File: src/rtl/snn_neuron_sync_if.sv
// snn_neuron_sync_if: synapse/spike handshake bundle; slave is the neuron side
interface snn_neuron_sync_if #(
  parameter int N_IN     = 4,
  parameter int W_WEIGHT = 8,
  parameter int W_POT    = 16
);
  logic [N_IN-1:0]          in_req;
  logic [N_IN-1:0]          in_ack;
  logic [N_IN*W_WEIGHT-1:0] in_weight;
  logic                     out_req;
  logic                     out_ack;
  logic [W_POT-1:0]         potential;
  logic [2:0]               state_o;
  modport master (output in_req, in_weight, out_ack, input in_ack, out_req, potential, state_o);
  modport slave  (input in_req, in_weight, out_ack, output in_ack, out_req, potential, state_o);
endinterface

File: src/rtl/snn_neuron_sync.sv
// snn_neuron_sync: clocked leaky integrate-and-fire neuron with refractory period and saturation
// Leak term enabled by defining SNN_NEURON_LEAK_EN.
module snn_neuron_sync #(
  parameter int N_IN           = 4,
  parameter int W_WEIGHT       = 8,
  parameter int W_POT          = 16,
  parameter int THRESHOLD      = 100,
  parameter int LEAK_SHIFT     = 4,
  parameter int REFRACT_CYCLES = 3
) (
  input logic clk,
  input logic rst_n,
  snn_neuron_sync_if.slave b
);
`ifdef SNN_NEURON_LEAK_EN
  localparam bit LEAK_EN = 1'b1;
`else
  localparam bit LEAK_EN = 1'b0;
`endif
  localparam int WG = W_WEIGHT + $clog2(N_IN) + 1;
  localparam int WS = (W_POT + 1 > WG) ? W_POT + 1 : WG;
  localparam int WR = WS + 1;
  localparam int CW = REFRACT_CYCLES > 1 ? $clog2(REFRACT_CYCLES) : 1;
  localparam logic signed [WR-1:0] PMAX = WR'((longint'(1) <<< (W_POT - 1)) - 1);
  localparam logic signed [WR-1:0] PMIN = -PMAX - WR'(1);
  localparam logic signed [W_POT-1:0] TH = W_POT'(THRESHOLD);
  typedef enum logic [2:0] {IDLE, INTEG, CHECK, FIRE, FIRE_RTZ, REFRACT} state_t;
  state_t state_q, state_d;
  logic [N_IN-1:0] ack_q, ack_d, pend;
  logic signed [WS-1:0] sum_q, sum_d, sum_c;
  logic signed [W_POT-1:0] pot_q, pot_d, leak;
  logic signed [WR-1:0] raw;
  logic oreq_q, oreq_d, fire, go_fire;
  logic [CW-1:0] cnt_q, cnt_d;
  assign pend = b.in_req & ~ack_q;
  assign fire = pot_q >= TH;
  assign leak = LEAK_EN ? pot_q >>> LEAK_SHIFT : '0;
  assign raw = WR'(pot_q) - WR'(leak) + WR'(sum_q);
  assign go_fire = state_q == CHECK && state_d == FIRE;
  always_comb begin
    sum_c = '0;
    for (int i = 0; i < N_IN; i++)
      sum_c = sum_c + (pend[i] ? WS'($signed(b.in_weight[i*W_WEIGHT +: W_WEIGHT])) : '0);
  end
  always_ff @(posedge clk or negedge rst_n)
    if (!rst_n) state_q <= IDLE;
    else state_q <= state_d;
  always_comb begin
    state_d = state_q;
    case (state_q)
      IDLE:     state_d = |pend ? INTEG : IDLE;
      INTEG:    state_d = CHECK;
      // a stale out_ack must not overlap the rising out_req
      CHECK:    state_d = !fire ? IDLE : b.out_ack ? CHECK : FIRE;
      FIRE:     state_d = b.out_ack ? FIRE_RTZ : FIRE;
      FIRE_RTZ: state_d = b.out_ack ? FIRE_RTZ : REFRACT_CYCLES == 0 ? IDLE : REFRACT;
      REFRACT:  state_d = cnt_q == '0 ? IDLE : REFRACT;
      default:  state_d = IDLE;
    endcase
  end
  always_comb begin
    ack_d  = (ack_q & b.in_req) | (state_q == IDLE ? pend : '0);
    sum_d  = state_q == IDLE && |pend ? sum_c : sum_q;
    pot_d  = state_q == INTEG ? (raw > PMAX ? PMAX[W_POT-1:0] : raw < PMIN ? PMIN[W_POT-1:0] : raw[W_POT-1:0])
           : go_fire ? '0 : pot_q;
    oreq_d = go_fire | (oreq_q & !(state_q == FIRE && b.out_ack));
    cnt_d  = state_q == FIRE_RTZ && state_d == REFRACT ? CW'(REFRACT_CYCLES - 1)
           : state_q == REFRACT && cnt_q != '0 ? cnt_q - CW'(1) : cnt_q;
  end
  always_ff @(posedge clk or negedge rst_n)
    if (!rst_n) begin
      ack_q  <= '0;
      sum_q  <= '0;
      pot_q  <= '0;
      oreq_q <= 1'b0;
      cnt_q  <= '0;
    end else begin
      ack_q  <= ack_d;
      sum_q  <= sum_d;
      pot_q  <= pot_d;
      oreq_q <= oreq_d;
      cnt_q  <= cnt_d;
    end
  assign b.in_ack    = ack_q;
  assign b.out_req   = oreq_q;
  assign b.potential = pot_q;
  assign b.state_o   = state_q;
endmodule

File: src/flat_wrapper.sv
// flat-port wrapper written by rule: the top's interface ports become plain ports
module snn_neuron_sync_flat 
#(
  parameter int N_IN           = 4,
  parameter int W_WEIGHT       = 8,
  parameter int W_POT          = 16,
  parameter int THRESHOLD      = 100,
  parameter int LEAK_SHIFT     = 4,
  parameter int REFRACT_CYCLES = 3
)
  (clk, rst_n, b_in_req, b_in_weight, b_out_ack, b_in_ack, b_out_req, b_potential, b_state_o);
  snn_neuron_sync_if #(.N_IN(N_IN), .W_WEIGHT(W_WEIGHT), .W_POT(W_POT)) b_i ();
  input logic clk;
  input logic rst_n;
  input wire logic [$bits(b_i.in_req)-1:0] b_in_req;
  input wire logic [$bits(b_i.in_weight)-1:0] b_in_weight;
  input wire logic [$bits(b_i.out_ack)-1:0] b_out_ack;
  output wire logic [$bits(b_i.in_ack)-1:0] b_in_ack;
  output wire logic [$bits(b_i.out_req)-1:0] b_out_req;
  output wire logic [$bits(b_i.potential)-1:0] b_potential;
  output wire logic [$bits(b_i.state_o)-1:0] b_state_o;
  assign b_i.in_req = b_in_req;
  assign b_i.in_weight = b_in_weight;
  assign b_i.out_ack = b_out_ack;
  assign b_in_ack = b_i.in_ack;
  assign b_out_req = b_i.out_req;
  assign b_potential = b_i.potential;
  assign b_state_o = b_i.state_o;
  snn_neuron_sync #(.N_IN(N_IN), .W_WEIGHT(W_WEIGHT), .W_POT(W_POT), .THRESHOLD(THRESHOLD), .LEAK_SHIFT(LEAK_SHIFT), .REFRACT_CYCLES(REFRACT_CYCLES)) u_core (.clk(clk), .rst_n(rst_n), .b(b_i));
endmodule
File: config.mk
export PLATFORM = sky130hd
export DESIGN_NAME = snn_neuron_sync_flat
export DESIGN_NICKNAME = d
export VERILOG_FILES = /design/src/rtl/snn_neuron_sync_if.sv /design/src/rtl/snn_neuron_sync.sv /design/src/flat_wrapper.sv
export SDC_FILE = /design/constraint.sdc
export NUM_CORES = 1
export LEC_CHECK = 0
export BUFFER_PORTS_ARGS = -buffer_cell sky130_fd_sc_hd__buf_2
export CORE_ASPECT_RATIO = 0.7
export CORE_MARGIN = 4
export CORE_UTILIZATION = 48
export CTS_CLUSTER_DIAMETER = 200
export CTS_CLUSTER_SIZE = 24
export DETAILED_ROUTE_END_ITERATION = 16
export GPL_TIMING_DRIVEN = 0
export PLACE_DENSITY = 0.81
export SETUP_SLACK_MARGIN = 0.05
export SLEW_MARGIN = 5
export SYNTH_ARGS = -nofsm -noshare
export SYNTH_HDL_FRONTEND = slang
export SYNTH_SLANG_ARGS = --single-unit
File: constraint.sdc
create_clock -name clk -period 4.6 [get_ports clk]
set_input_delay 0.69 -clock clk [delete_from_list [all_inputs] [get_ports clk]]
set_output_delay 0.69 -clock clk [all_outputs]
set_load 0.005 [all_outputs]
==> flow_summary_export.csv <==
group,metric,value,unit
critical_path,worstPathArrival,4.43,ns
global_routing,gr-total-overflow,0,
placement,portBuffers,62,
global_routing,grt_pass1_wl,14200,µm
synth,async_reset_ff_share,100,%
placement,dp_hpwl,6840,µm
floorplanning,pin_count,63,
route,first_pass_iters,4,
synth,syn_avg_cell_area,8.99,µm²
clock_tree,clk_path_buf_depth,2,
sta,setup_ws,0.380,ns
finish,final_nets,543,
placement,gp_congestion,0.932,
route,first_iter_violations,220,
synth,ys.flop_type,"dfrtp_1",
critical_path,critPathLaunch,"b_in_req[3]",
critical_path,worstReg2RegStart,"u_core.b.in_ack[1]$_DFF_PN0_",
hold_path,min_path_type,"flip-flop to flip-flop",
placement,dp.cells,545,
route,antenna_left,0,
floorplanning,initial_core_util,50.6,%
global_routing,grt_use_met3,3.64,%
synth,synth_top_cell_by_area,"dfrtp_1",
global_routing,grt_use_met2,32.5,%
critical_path,r2r_slack,0.46,ns
finish,antenna_cells,0,
critical_path,r2r-end,"u_core.sum_q[9]$_DFFE_PN0P_",
clock_tree,cts-root-buf,"clkbuf_8",
sta,post-route-min-period,4.22,ns
sta,tightest_slew,0.987,ns
clock_tree,clkTransAtPathRegs,0.09,ns
critical_path,worst_setup_path_start_kind,"input port",
floorplanning,rows,25,
pwr,power.total,3.56,mW
sta,final_hold_viol_count,0,
sta,setup_viol,0,
synth,yosys.area.top_type_share,30.8,%
critical_path,worstRegToRegCells,17,
clock_tree,cts_tree,"yes",
outcome,status,"completed",
finish,final_cell_count_no_fill,553,
run,drv_cap,0,
sta,relSlewSlack,34.2,%
global_routing,grtUsageTotal,20.7,%
critical_path,cp-endpoint,"u_core.sum_q[9]$_DFFE_PN0P_",
clock_tree,cts_setup_buffers,0,
finish,synthToLayoutAreaGrowth,15.6,%
pwr,ir_worst_vdd,414,µV
route,drt-wirelength-per-cell,15.6,µm
synth,syn-instance-count,389,
finish,fin_util,58.5,%
synth,synth_warnings,0,
global_routing,grt_antenna_before_repair,0,
sta,drv_slew,0,
floorplanning,dieHeight,79.4,µm
route,num_vias,3030,
clock_tree,cts_inserted_buffers,5,
synth,synth_cell_types,48,
critical_path,critPathKind,"input port to flip-flop",
route,routed_wirelength,8640,µm
synth,ys_ff_latch,43,
synth,yosysMostFrequentCell,"nand2_1",
sta,min_period_over_period,91.7,%
route,drcViolationCount,0,
global_routing,grt-busiest-layer,"met2",
sta,clock.fmax,237,MHz
sta,skew,0.00937,ns
synth,synth.area.top_cells,"dfrtp_1 (31%), fa_1 (10%), ha_1 (10%), nand2_1 (7.1%), a21oi_1 (4.6%)",
finish,drive_above_1_share,20.7,%
global_routing,grt_pass1_vias,2978,
floorplanning,fp.dieW,110,µm
critical_path,crit_required,4.81,ns
synth,yosysSeqAreaShare,30.8,%
synth,synth_nets,474,
synth,synth_edf_count,0,
placement,preCtsSetupSlack,-0.390,ns
sta,rsz0062_at_grt,"false",
pwr,p_leak,1.98,nW
pwr,power.density,879,nW/µm²
global_routing,met1_usage,29.9,%
route,viasPerCell,5.48,
floorplanning,die-area,8730,µm²
synth,synth_commonest_cells,"nand2_1 (66), dfrtp_1 (43), inv_1 (33)",
synth,synth_area,3500,µm²
critical_path,crit_fanout,10,
clock_tree,cts_htree_levels,2,
critical_path,end_kind,"flip-flop",
global_routing,grt_max_degree,44,
clock_tree,clock_sinks,43,
floorplanning,core_area,6910,µm²
clock_tree,clk_latency,0.31,ns
[layout by cell type, fill, tap and decap left out, types with 4 or more instances in the layout]
master and instances:
o21a_1 6, inv_1 33, dfrtp_1 43, xor2_1 9, clkbuf_1 6, ha_1 28
o21ai_0 22, o211ai_1 10, nand2_1 66, nor2b_1 5, xnor2_1 9, nand2b_1 6
a21o_1 6, o211ai_2 7, nor2_1 20, and2_1 11, clkbuf_8 7, nand3_1 4
buf_2 62, fa_1 18, a21oi_1 32
[critical path, stage by stage]
cell      delay (ns)
buf_2           0.09
nor2b_1         0.12
clkbuf_4        0.23
nand2_1         0.10
fa_1            0.54
inv_1           0.05
fa_1            0.53
ha_1            0.20
inv_1           0.07
fa_1            0.40
nor2b_1         0.12
o21ai_0         0.11
a21boi_1        0.22
o21ai_0         0.13
a21boi_0        0.25
o21ai_1         0.16
nor3b_1         0.17
o31ai_1         0.23
[worst min-delay path by stage]
stage / from / endpoint / slack (ns) / cells past startpoint
6_report: u_core.sum_q[0]$_DFFE_PN0P_ / u_core.sum_q[0]$_DFFE_PN0P_ / 0.49 / 2
5_1_grt: u_core.sum_q[0]$_DFFE_PN0P_ / u_core.sum_q[0]$_DFFE_PN0P_ / 0.52 / 2
4_1_cts: u_core.sum_q[8]$_DFFE_PN0P_ / u_core.sum_q[8]$_DFFE_PN0P_ / 0.50 / 2
3_5_place_dp: u_core.sum_q[0]$_DFFE_PN0P_ / u_core.sum_q[0]$_DFFE_PN0P_ / 0.48 / 2
3_3_place_gp: u_core.sum_q[0]$_DFFE_PN0P_ / u_core.sum_q[0]$_DFFE_PN0P_ / 0.47 / 2
2_1_floorplan: rst_n / u_core.b.in_ack[0]$_DFF_PN0_ / 0.39 / 0
[layer usage]
| metal | up-vias | wire length (µm) |
|---|---|---|
| li1 | 1473 | - |
| met1 | 1475 | 4080 |
| met2 | 72 | 4020 |
| met3 | 10 | 449 |
| met4 | 0 | 87 |
| met5 | - | 0 |
[state kept, by name, summed over array words and instances (netlist names)]
name	flops
u_core.sum_q	17
u_core.b.out_req	1
u_core.cnt_q	2
u_core.b.in_ack	4
u_core.b.potential	16
u_core.b.state_o	3
[repair_timing]
item / 4_1_cts / 5_1_grt
setup endpoints to repair: 4 / 4
gates resized for setup: 3 / 7
hold buffers: 0 / 0
pin swaps: 0 / 0
gates cloned: 0 / 0
[final cells by class]
cell class / count / area [µm²]
Multi-Input combinational cell: 302 / 2250
Timing Repair Buffer: 62 / 310
Sequential cell: 43 / 1080
Clock inverter: 1 / 7.51
Tap cell: 94 / 118
Fill cell: 614 / 2870
Clock buffer: 7 / 96.3
Buffer: 11 / 65.1
Inverter: 33 / 124
[power breakdown]
group	switching, mW	internal (mW)
logic	1.49	1.03
registers	0.173	0.589
clock network	0.138	0.137
total	1.80	1.76
[metrics by stage]
| step | area, µm² | TNS (ns) | hold slack, ns |
|---|---|---|---|
| final | 4040 | 0 | 0.493 |
| after global routing | 4040 | 0 | 0.525 |
| after CTS | 4030 | 0 | 0.500 |
| after detailed placement | 3920 | -1.49 | 0.480 |
| after global placement | 3920 | -0.990 | 0.473 |
| after floorplan | 3500 | 0 | 0.394 |
[kinds of logic after synthesis]
group | count (synthesis) | share of synthesized area [%]
flip-flops | 43 | 30.8
AND/OR/NAND/NOR | 126 | 16.8
adder cells (fa/ha/maj) | 46 | 20.3
XOR/XNOR | 19 | 4.98
buffers and inverters | 44 | 5.15
AO/OA/AOI/OAI | 111 | 22.0
Note: power is estimated with default switching activity, not from simulation.
